--- src/rtl/number_match_game.sv ---
// Number-match game core: the player adds 4-bit values to a running total and
// wins by hitting TARGET exactly. The round is lost by overshooting TARGET or
// by using up MAX_TRIES additions. All state moves on the falling clock edge.
module number_match_game #(
   parameter logic [7:0] TARGET    = 8'd37,
   parameter logic [3:0] MAX_TRIES = 4'd8
) (
   input  logic       clk,
   input  logic       rts,
   input  logic       enable,
   input  logic       load,
   input  logic [3:0] num_in,
   output logic [7:0] sum,
   output logic [3:0] tries,
   output logic       playing,
   output logic       win,
   output logic       lose
);

   typedef enum logic [1:0] {
      IDLE = 2'd0,
      PLAY = 2'd1,
      WIN  = 2'd2,
      LOSE = 2'd3
   } state_t;

   state_t     state_q, state_d;
   logic [7:0] sum_q, sum_d;
   logic [3:0] tries_q, tries_d;
   logic       load_q, load_d;
   logic       playing_q, playing_d;
   logic       win_q, win_d;
   logic       lose_q, lose_d;

   logic       load_event;
   logic [7:0] add_sum;
   logic [3:0] add_tries;

   // Next-state logic: round control, accumulation and win/lose evaluation.
   always_comb begin
      // NOTE: every variable gets a default first so no path leaves it unassigned (no latches).
      state_d   = state_q;
      sum_d     = sum_q;
      tries_d   = tries_q;
      load_d    = load;
      // A press counts once: button high now, low at the previous edge.
      load_event = load & ~load_q;
      // Sum cannot wrap: at most 15 additions of 15 stay below 256.
      add_sum   = sum_q + {4'b0000, num_in};
      add_tries = tries_q + 4'd1;

      case (state_q)
         IDLE: begin
            // Button presses are ignored until the game is unlocked.
            if (enable) begin
               state_d = PLAY;
               sum_d   = 8'd0;
               tries_d = 4'd0;
            end
         end
         PLAY: begin
            if (!enable) begin
               state_d = IDLE;
               sum_d   = 8'd0;
               tries_d = 4'd0;
            end else if (load_event) begin
               sum_d   = add_sum;
               tries_d = add_tries;
               // Outcome is judged on the freshly updated totals.
               if (add_sum == TARGET) begin
                  state_d = WIN;
               end else if (add_sum > TARGET) begin
                  state_d = LOSE;
               end else if (add_tries == MAX_TRIES) begin
                  state_d = LOSE;
               end
            end
         end
         WIN, LOSE: begin
            // Losing the unlock has priority over starting a new round.
            if (!enable) begin
               state_d = IDLE;
               sum_d   = 8'd0;
               tries_d = 4'd0;
            end else if (load_event) begin
               state_d = PLAY;
               sum_d   = 8'd0;
               tries_d = 4'd0;
            end
         end
         default: begin
            state_d = IDLE;
            sum_d   = 8'd0;
            tries_d = 4'd0;
         end
      endcase

      // Status flags are derived from the next state so they register with it.
      playing_d = (state_d == PLAY);
      win_d     = (state_d == WIN);
      lose_d    = (state_d == LOSE);
   end

   // State register: falling-edge clocked, asynchronously cleared by rts.
   // NOTE: asynchronous reset clears every flop, including load_q, so a button held through reset is treated as freshly pressed but lands in IDLE where it is ignored.
   always_ff @(negedge clk or posedge rts) begin
      if (rts) begin
         state_q   <= IDLE;
         sum_q     <= 8'd0;
         tries_q   <= 4'd0;
         load_q    <= 1'b0;
         playing_q <= 1'b0;
         win_q     <= 1'b0;
         lose_q    <= 1'b0;
      end else begin
         // NOTE: non-blocking assignments so all flops sample the same pre-edge values.
         state_q   <= state_d;
         sum_q     <= sum_d;
         tries_q   <= tries_d;
         load_q    <= load_d;
         playing_q <= playing_d;
         win_q     <= win_d;
         lose_q    <= lose_d;
      end
   end

   assign sum     = sum_q;
   assign tries   = tries_q;
   assign playing = playing_q;
   assign win     = win_q;
   assign lose    = lose_q;

endmodule
--- config.mk ---
export PLATFORM = sky130hd
export DESIGN_NAME = number_match_game
export DESIGN_NICKNAME = d
export VERILOG_FILES = /design/src/rtl/number_match_game.sv
export SDC_FILE = /design/constraint.sdc
export NUM_CORES = 1
export LEC_CHECK = 0
export BUFFER_PORTS_ARGS = -buffer_cell sky130_fd_sc_hd__buf_2
export CORE_UTILIZATION = 55
export CTS_BUF_LIST = sky130_fd_sc_hd__clkbuf_4
export DETAILED_ROUTE_END_ITERATION = 16
export MAX_ROUTING_LAYER = met4
export PLACE_DENSITY = 0.86
export SLEW_MARGIN = 20
export SYNTH_ARGS = -nofsm -noshare
export SYNTH_HDL_FRONTEND = slang
export SYNTH_SLANG_ARGS = --single-unit
--- constraint.sdc ---
create_clock -name clk -period 2.44 [get_ports clk]
set_input_delay 0.488 -clock clk [delete_from_list [all_inputs] [get_ports clk]]
set_output_delay 0.488 -clock clk [all_outputs]
set_load 0.02 [all_outputs]
==> results.yml, run 1 <==
synth:
  syn_area_um2: 1056
  syn_nets: 125
  netlist_instances: 111
  yosysSeqAreaShare_pct: 42.65
  avgSynthCellArea_um2: 9.514
  ys_seq_elements: 18
  yosysUniqueCellTypes: 34
  yosysWarnings: 0
clock_tree:
  cts_num_sinks: 18
  htreeDepth: 1
  cts-root-buf: "clkbuf_4"
  postCtsSetupRepairBufs: 9
  postCtsHoldBufs: 0
  cts_max_path_buffers: 2
  cts_buffers: 3
  post_cts_resize_count: 51
placement:
  numPortBuffers: 22
  hpwl_um: 1961
  dpl_worst_slack_ns: -1.266
  dp.cells: 180
  gp_congestion: 0.8745
floorplanning:
  io_pins: 23
  rows: 15
  start_util_pct: 59.86
  fp.dieW_um: 45.82
  dieHeight_um: 45.82
run_status:
  stop_error: "[ERROR DPL-0033] detailed placement checks failed during check placement."
  status: "aborted with a tool error"
  stop_stage: "clock tree synthesis"
## stage by stage
step           area, um2  hold WS [ns]
2_1_floorplan       1147        0.5089
3_3_place_gp        1430        0.4366
3_5_place_dp        1430        0.4567
## cell families after synthesis
kind of cell	synth area share, %
AOI/OAI and AO/OA	25.12
xor gates and xnor gates	4.147
adders and majority gates	7.820
buffers and inverters	1.422
DFF	42.65
muxes	0.9479
and+or+nand+nor	17.89
## synthesized netlist by cell type
master | number | area [um2]
xor2_1 | 4 | 35.03
or3_1 | 2 | 12.51
a21boi_0 | 1 | 7.510
a221o_1 | 1 | 10.01
o21ai_0 | 17 | 85.08
o21a_1 | 1 | 7.510
mux2i_1 | 1 | 10.01
a21o_2 | 1 | 8.760
xnor2_1 | 1 | 8.760
a31oi_1 | 3 | 18.77
o211ai_1 | 2 | 15.01
a22o_1 | 3 | 26.28
nor2b_1 | 4 | 25.02
fa_1 | 1 | 20.02
and3b_1 | 1 | 8.760
nand4_1 | 2 | 12.51
a21oi_1 | 3 | 15.01
clkbuf_1 | 2 | 7.510
nand3_1 | 5 | 25.02
and3_1 | 2 | 12.51
ha_1 | 5 | 62.56
a21bo_2 | 1 | 10.01
a221oi_1 | 1 | 8.760
a32o_1 | 1 | 10.01
a32oi_2 | 1 | 16.27
nor2_1 | 9 | 33.78
nand4b_1 | 1 | 8.760
o31ai_1 | 1 | 7.510
o22ai_1 | 1 | 6.260
dfrtn_1 | 18 | 450.4
nand2_1 | 10 | 37.54
nand2b_1 | 2 | 12.51
a211oi_2 | 1 | 12.51
inv_1 | 2 | 7.510
==> inputs of run 2 (changes only) <==
CORE_AREA = 2 2 63 65   (was not set)
CORE_UTILIZATION = not set   (was 55)
CTS_BUF_LIST = not set   (was sky130_fd_sc_hd__clkbuf_4)
DIE_AREA = 0 0 65 67   (was not set)
MAX_ROUTING_LAYER = not set   (was met4)
PLACE_DENSITY = not set   (was 0.86)
PLACE_DENSITY_LB_ADDON = 0.15   (was not set)
==> run 2 against run 1 <==
  * Area after synthesis stayed put
  * Synthesized cell count stayed put
  * The flow now finishes, with violations (setup timing)
==> results.yml, run 2 <==
clock_tree:
  cts_tree: "done"
  clkLatencyLatePin_ns: 0.27
  htreeDepth: 1
  cts-root-buf: "clkbuf_8"
  cts_buffers: 3
  cts_num_sinks: 18
  cts_max_path_buffers: 2
  cts.clk_slew.worst_paths_ns: 0.05
floorplanning:
  fp.dieW_um: 65
  fp.coreArea_um2: 3606
  dieArea_um2: 4355
  dieHeight_um: 67
  start_util_pct: 29.29
  rows: 22
  io_pins: 23
synth:
  ys.flop_type: "dfrtn_1"
  yosysUniqueCellTypes: 34
  yosysWarnings: 0
  yosys-top-cells-area: "dfrtn_1, o21ai_0, ha_1, nand2_1, xor2_1"
  yosysSeqAreaShare_pct: 42.65
  avgSynthCellArea_um2: 9.514
  synth_top_area_share_pct: 42.65
  synth_edf_count: 0
  synth_most_common_cell: "dfrtn_1"
  netlist_instances: 111
  syn_nets: 125
  syn_area_um2: 1056
  postSynth.asyncResetShare_pct: 100.0
  ys_seq_elements: 18
  synthTopCellsByCount: "dfrtn_1, o21ai_0, nand2_1"
  synth_area_leader_cell: "dfrtn_1"
timing:
  skew_ns: 0.005053
  finalSetupViolCount: 30
  max_slew_margin_pct: 68.88
  fin_ws_ns: -0.8575
  rsz0062_at_grt: "yes"
  tightest_slew_ns: 0.4648
  maxSlewViolCount: 0
  hold_viol: 0
finish:
  num-nets-final: 191
  mostFrequentLayoutCell: "buf_4"
  largest_register_ffs: 8
  antenna_cells: 0
  finalNonFillerCells: 224
  area_growth_syn_to_layout_pct: 78.20
  final_cell_mix: "buf_4, buf_6, dfrtn_1"
  drive_gt1_share_pct: 52.27
critical_path:
  crit_required_ns: 1.33
  critPathLaunchType: "input port"
  critPathKind: "in -> reg"
  cp-end-kind: "register"
  arrival_ns: 2.19
  worstPathMaxFanout: 4
routing:
  ant_nets: 0
  wl_um: 3006
  drt_iter0_markers: 23
  via_count: 1093
  vias_per_cell: 4.879
  dr.pass1.iters: 4
  drc: 0
  avgRoutedWirePerCell_um: 13.42
global_route:
  antenna_found_initial: 0
  grt_pass1_vias: 1034
  grt_max_degree: 19
  gr-usage-all-layers_pct: 14.59
  grt_pass1_wl_um: 4774
  grt-ovfl-total: 0
flow_run:
  max-cap-violations: 0
placement:
  hpwl_um: 1945
  dp.cells: 203
  dpl_worst_slack_ns: -1.222
  gp_congestion: 0.7269
  numPortBuffers: 22
worst_hold_path:
  worstHoldPathType: "reg -> reg"
power:
  peakVddDrop_uv: 178.5
  power_density_nw_per_um2: 388.6
  leakagePower_nw: 0.8670
run_status:
  failed_checks: "setup timing"
  status: "complete, but fails checks"
run 2: cell counts after synthesis:
Identical to the previous run, type by type.
run 2: where the power goes:
group | total [mW] | internal, mW | switching [mW]
Sequential | 0.312 | 0.307 | 0.00545
Combinational | 0.161 | 0.0844 | 0.0771
Clock | 0.258 | 0.144 | 0.114
run 2: cells by family (layout without fill, tap and decap cells):
kind of cell,count (synthesis),count (layout),share of synthesized area (%)
compound gates,39,40,25.12
buf+inv,4,68,1.422
xor+xnor,5,5,4.147
simple gates,38,38,17.89
mux,1,1,0.9479
fa+ha+maj,6,6,7.820
flops,18,18,42.65
run 2: path summary, 6_finish.rpt:
| check | slack (ns) | endpoint | depth (start not counted) | startpoint |
|---|---|---|---|---|
| setup / recovery | -0.86 | win | 9 | num_in[0] |
| hold / removal | 0.56 | tries[3] | 2 | tries[3] |
| setup reg to reg | 0.07 | win | 8 | sum[2] |
| hold reg to reg | 0.56 | tries[3] | 2 | tries[3] |
| max in group asynchronous | 0.87 | sum[0] | 3 | rts |
| min in group asynchronous | 1.33 | sum[7] | 3 | rts |
run 2: through the flow:
step	utilization, %	total power, mW	hold slack [ns]	instance area [um2]	setup TNS (ns)
floorplan	-	0.3915	0.5089	1147	-7.771
global placement	40.46	0.4328	0.4373	1459	-11.52
detailed placement	40.46	0.4333	0.4480	1459	-11.97
CTS	49.83	0.7185	0.5578	1797	-7.823
global route	52.19	0.7593	0.5752	1882	-9.209
finish	52.19	0.7313	0.5578	1882	-7.848
run 2: layout make-up:
class,instances,area [um2]
clock buffer,4,55.05
fill,325,1724
timing repair buffer,62,540.5
tap,48,60.06
multi-input combinational,90,768.2
inverter,2,7.507
sequential,18,450.4
run 2: worst max-delay path: stages:
cell and delay, ns:
buf_6 0.10, ha_4 0.15, fa_2 0.39, buf_4 0.17, xor2_4 0.16, o21a_1 0.11, a221o_1 0.29, a32oi_2 0.24
a21oi_1 0.10
run 2: repair_timing:
item                       in CTS  in global routing
gates cloned                    1                  0
hold buffers                    0                  0
setup buffers                  11                  8
resized for setup              51                 10
setup endpoints to repair      31                 32
pin swaps                      11                 12
run 2: layer usage:
layer | GRT usage (%) | vias up | routed length [um]
met2 | 24.87 | 18 | 1515
met3 | 1.520 | 5 | 71
met5 | 0 | - | 0
li1 | - | 543 | -
met4 | 5.585 | 0 | 42
met1 | 18.96 | 527 | 1376
No activity file was read; power rests on OpenSTA's default activity.
==> inputs of run 3 (changes only) <==
SETUP_SLACK_MARGIN = 0.05   (was not set)
clock period = 2.7 ns   (was 2.44 ns; I/O delays follow)
==> run 3 against run 2 <==
  * The run still ends with setup timing left
  * Sequential share of layout area shrank 0.13 points
  * Global-route usage grew 0.56 points
  * Clock power shrank 12%
  * Cell area grew 0.53%
  * Via count grew 1.4%
  * Worst hold slack lost 0.0011 ns
  * First-iteration DRC count shrank 30%
  * Non-clock buffer count shrank 1
  * Register-to-register slack gained 0.28 ns
  * Clock skew shrank 0.0028 ns
  * Combinational power shrank 11%
  * Critical endpoint is now playing
  * Largest cell class unchanged
==> results.yml, run 3 (same netlist as run 2, synthesis figures left out) <==
run_status:
  status: "complete, but fails checks"
  failed_checks: "setup timing"
worst_hold_path:
  holdPathEnd: "tries[0]"
  hold_depth: 2
  worstHoldPathType: "reg -> reg"
  worstHoldStart: "tries[0]"
timing:
  maxSlewViolCount: 0
  setup_tns_ns: -5.675
  fin_ws_ns: -0.7733
  whs_ns: 0.5566
  tightest_slew_ns: 0.4351
  rsz0062_at_grt: "yes"
  finalSetupViolCount: 23
  hold_viol: 0
  skew_ns: 0.002223
  max_slew_margin_pct: 70.96
power:
  power_density_nw_per_um2: 343.9
  power_uw: 650.6
  leakagePower_nw: 0.8634
  peakVddDrop_uv: 173.6
clock_tree:
  cts_buffers: 3
  cts_max_path_buffers: 2
  cts.clk_slew.worst_paths_ns: 0.05
  cts_num_sinks: 18
  postCtsHoldBufs: 0
  cts_tree: "done"
  htreeDepth: 1
  clkLatencyLatePin_ns: 0.27
  cts-root-buf: "clkbuf_8"
finish:
  mostFrequentLayoutCell: "buf_4"
  largest_register_ffs: 8
  final_cell_mix: "buf_4, buf_6, dfrtn_1"
  drive_gt1_share_pct: 53.14
  area_growth_syn_to_layout_pct: 79.15
  finalNonFillerCells: 223
  postLayoutCellArea_um2: 1892
  fin_util_pct: 52.46
  antenna_cells: 0
  fillers: 317
  num-nets-final: 190
critical_path:
  critPathTopFamily: "simple AND/OR/NAND/NOR gates"
  r2r_end: "playing"
  worstPathMaxFanout: 4
  cp_slowest_stage_delay_ns: 0.37
  cp-end-kind: "register"
  critPathMostFrequentCell: "buf_6"
  cp_num_buf_inv: 3
  arrival_ns: 2.25
  reg2regPathDepth: 10
  critPathKind: "in -> reg"
  slowest_stage: "or3_4"
  r2r_setup_slack_ns: 0.35
  crit_required_ns: 1.47
  cp_cell_sequence: "buf_6 -> ha_4 -> fa_2 -> a211oi_4 -> buf_4 -> or3_4 -> buf_6 -> a221oi_4 -> a31oi_2 -> and3_1"
  r2r-start: "sum[0]"
  critPathLaunchType: "input port"
global_route:
  gr-usage-all-layers_pct: 15.15
  grt_pass1_wl_um: 5030
  antenna_found_initial: 0
  grt_max_degree: 19
  grt_pass1_vias: 1112
  grt-ovfl-total: 0
placement:
  place_area_um2: 1444
  numPortBuffers: 22
  dpl_worst_slack_ns: -1.140
  hpwl_um: 1957
  dp.cells: 201
  gp_congestion: 0.7275
flow_run:
  max-cap-violations: 0
floorplanning:
  start_util_pct: 29.29
  fp.dieW_um: 65
  dieHeight_um: 67
  rows: 22
  fp.coreArea_um2: 3606
  dieArea_um2: 4355
  io_pins: 23
routing:
  vias_per_cell: 4.969
  wl_um: 2956
  avgRoutedWirePerCell_um: 13.26
  drc: 0
  dr.pass1.iters: 4
  drt_iter0_markers: 16
  via_count: 1108
  ant_nets: 0
==> run 3: changes by cell type in the layout (fill, tap and decap cells not counted), sizes merged <==
cell | before | now
buf | 62 | 60
clkbuf | 4 | 5
==> run 3: how the worst max path moves through the flow <==
stage | startpoint | to | slack, ns | depth (start not counted)
4_1_cts | num_in[0] | win | -0.79 | 9
3_5_place_dp | num_in[0] | win | -1.14 | 9
6_report | num_in[0] | playing | -0.77 | 10
5_1_grt | num_in[0] | playing | -0.84 | 10
3_3_place_gp | num_in[0] | win | -1.09 | 9
2_1_floorplan | num_in[0] | lose | -0.89 | 7
==> run 3: area by class of cell <==
cell class | instances | area [um2] | area share, %
tap | 48 | 60.06 | 3.175
clock buffer | 4 | 55.05 | 2.910
inverter | 2 | 7.507 | 0.3968
sequential | 18 | 450.4 | 23.81
timing repair buffer | 61 | 543.0 | 28.70
multi-input combinational | 90 | 775.7 | 41.01
==> run 3: layer usage <==
metal	global-route usage, %	share of wire, %	vias up
li1	-	-	543
met1	18.60	46	534
met2	25.64	49	24
met3	2.027	2.7	7
met4	8.245	2.2	0
met5	0	0	-
==> run 3: what timing repair did <==
item | 4_1_cts | 5_1_grt
buffers inserted | 11 | 7
pin swaps | 21 | 16
endpoints found under the setup margin | 30 | 31
cloned | 1 | 0
resized for setup | 56 | 10
==> run 3: tightest hold or removal path, cell delays in order, from the launching register on <==
cell and delay [ns]:
dfrtn_1 0.36, buf_4 0.16, o21ai_1 0.12
==> run 3: where the power goes <==
part           switching (mW)  internal (mW)
Sequential            0.00504          0.277
Combinational          0.0679         0.0749
Clock                  0.0958          0.130
==> inputs of run 4 (changes only) <==
CELL_PAD_IN_SITES_DETAIL_PLACEMENT = 0   (was not set)
CELL_PAD_IN_SITES_GLOBAL_PLACEMENT = 2   (was not set)
CORE_AREA = not set   (was 2 2 63 65)
CORE_UTILIZATION = 29   (was not set)
DIE_AREA = not set   (was 0 0 65 67)
GPL_ROUTABILITY_DRIVEN = 1   (was not set)
==> run 4 against run 3 <==
  * First-iteration DRC count is 81% higher
  * Critical endpoint is now win
  * Non-clock buffer count up 5
  * Clock skew down 0.00064 ns
  * Critical path type unchanged
  * Worst setup slack better by 0.013 ns
  * Sequential share of layout area fell by 0.25 points
  * Cell count up 1.3%
  * Total power shrank 5.4%
  * Combinational power increased by 7%
  * Sequential power about the same
  * Clock power is 20% lower
  * The run still ends with setup timing left
  * Cell area is 1.1% higher
==> results.yml, run 4 (same netlist as run 2, synthesis figures left out) <==
power:
  p_int_uw: 440.4
  sw_frac_of_total_pct: 28.44
  peakVddDrop_uv: 132.6
  clkPwrFrac_pct: 29.2
  leakagePower_nw: 0.8817
  switching_power_uw: 175.1
  combinationalPowerShare_pct: 24.9
  seq_power_share_pct: 45.9
  power_density_nw_per_um2: 321.9
finish:
  postLayoutCellArea_um2: 1912
  fin_util_pct: 55.97
  area_growth_syn_to_layout_pct: 81.04
  drive_gt1_share_pct: 55.00
  antenna_cells: 0
  finalNonFillerCells: 226
  mostFrequentLayoutCell: "buf_4"
  largest_register_ffs: 8
  final_cell_mix: "buf_4, buf_6, dfrtn_1"
  num-nets-final: 195
routing:
  via_count: 1117
  dr.pass1.iters: 4
  drc: 0
  drt_iter0_markers: 29
  vias_per_cell: 4.942
  wl_um: 3124
  ant_nets: 0
  avgRoutedWirePerCell_um: 13.82
flow_run:
  max-cap-violations: 0
placement:
  dp.cells: 204
  place_area_um2: 1479
  hpwl_um: 2024
  gp_congestion: 0.7331
  numPortBuffers: 22
floorplanning:
  dieArea_um2: 3887
  rows: 21
  fp.dieW_um: 62.35
  fp.coreArea_um2: 3416
  io_pins: 23
  start_util_pct: 30.92
  dieHeight_um: 62.35
run_status:
  status: "complete, but fails checks"
  failed_checks: "setup timing"
critical_path:
  worstPathMaxFanout: 4
  slowest_stage: "fa_2"
  crit_required_ns: 1.50
  critPathLaunchType: "input port"
  critPathKind: "in -> reg"
  critPathLaunch: "num_in[0]"
  cp_slowest_stage_delay_ns: 0.37
  r2r-start: "sum[0]"
  cp_cell_sequence: "buf_6 -> ha_4 -> fa_2 -> a211oi_4 -> o21ai_2 -> a221o_1 -> a32oi_2 -> a21oi_1"
  arrival_ns: 2.26
  critPathTopFamily: "compound AO/OA/AOI/OAI gates"
  cp_num_buf_inv: 1
  cp-end-kind: "register"
timing:
  max_slew_margin_pct: 69.88
  fin_ws_ns: -0.7601
  maxSlewViolCount: 0
  finalSetupViolCount: 27
  tightest_slew_ns: 0.4518
  hold_viol: 0
  skew_ns: 0.001582
  rsz0062_at_grt: "yes"
clock_tree:
  cts-root-buf: "clkbuf_4"
  postCtsHoldBufs: 0
  cts_buffers: 3
  clkLatencyLatePin_ns: 0.30
  cts_tree: "done"
  htreeDepth: 1
  cts_num_sinks: 18
  cts_max_path_buffers: 2
  cts.clk_slew.worst_paths_ns: 0.08
global_route:
  gr-usage-all-layers_pct: 17.40
  grt_max_degree: 19
  grt-ovfl-total: 0
  antenna_found_initial: 0
  grt_pass1_vias: 1150
  grt_pass1_wl_um: 5347
worst_hold_path:
  worstHoldPathType: "reg -> reg"
  worstHoldStart: "tries[3]"
[run 4: cell types whose count changed in the layout (fill, tap and decap cells not counted), sizes merged]
cell    delta
clkbuf     -1
buf        +6
[run 4: final cells by class]
cell class / instances / area (um2)
Fill cell: 308 / 1504
Multi-Input combinational cell: 90 / 785.8
Timing Repair Buffer: 66 / 574.3
Sequential cell: 18 / 450.4
Tap cell: 46 / 57.56
Clock buffer: 4 / 36.28
Inverter: 2 / 7.507
[run 4: routing by layer]
layer  global-route usage, %  vias up  part of all wire (%)
li1                        -      550                     -
met1                   23.10      535                    46
met2                   29.26       26                    49
met3                   2.757        6                   3.8
met4                   4.651        0                   1.5
met5                       0        -                     0
[run 4: stage by stage]
stage          setup slack [ns]  TNS, ns  hold slack (ns)  power (mW)
6_report                -0.7601   -5.758           0.5370      0.6155
2_1_floorplan           -0.8939   -6.498           0.5089      0.3538
4_1_cts                 -0.7780   -5.979           0.5375      0.6077
5_1_grt                 -0.8382   -6.985           0.5990      0.6522
3_5_place_dp             -1.154   -11.06           0.4345      0.3985
3_3_place_gp             -1.085   -10.54           0.4295      0.3979
[run 4: path summary, 6_finish.rpt]
check                                  end  slack (ns)  cells after the start
worst min-delay path              tries[3]        0.54                      2
min in group asynchronous       state_q[0]        1.47                      3
max in group asynchronous           sum[4]        0.99                      3
worst min register to register    tries[3]        0.54                      2
worst max-delay path                   win       -0.76                      8
worst max register to register         win        0.37                      8
[run 4: what timing repair did]
action	4_1_cts	5_1_grt
gates cloned	1	0
hold endpoints to repair	0	0
setup buffers	9	10
resized for setup	53	14
pin swaps	15	13
endpoints found under the setup margin	29	32
[run 4: worst reg2reg max path: cells and delay by family (launching register included)]
kind | cells | cell delay [ns]
adder cells (fa/ha/maj) | 2 | 0.37
AO/OA/AOI/OAI | 4 | 0.81
buffers and inverters | 1 | 0.14
AND/OR/NAND/NOR | 1 | 0.42
flip-flops | 1 | 0.44
[run 4: power by group through the flow]
stage | registers (mW) | logic, mW | clock network (mW)
after floorplan | 0.293 | 0.0606 | 0
after global placement | 0.286 | 0.112 | 0
after detailed placement | 0.286 | 0.112 | 0
after CTS | 0.282 | 0.141 | 0.184
after global routing | 0.283 | 0.167 | 0.202
final | 0.282 | 0.153 | 0.180
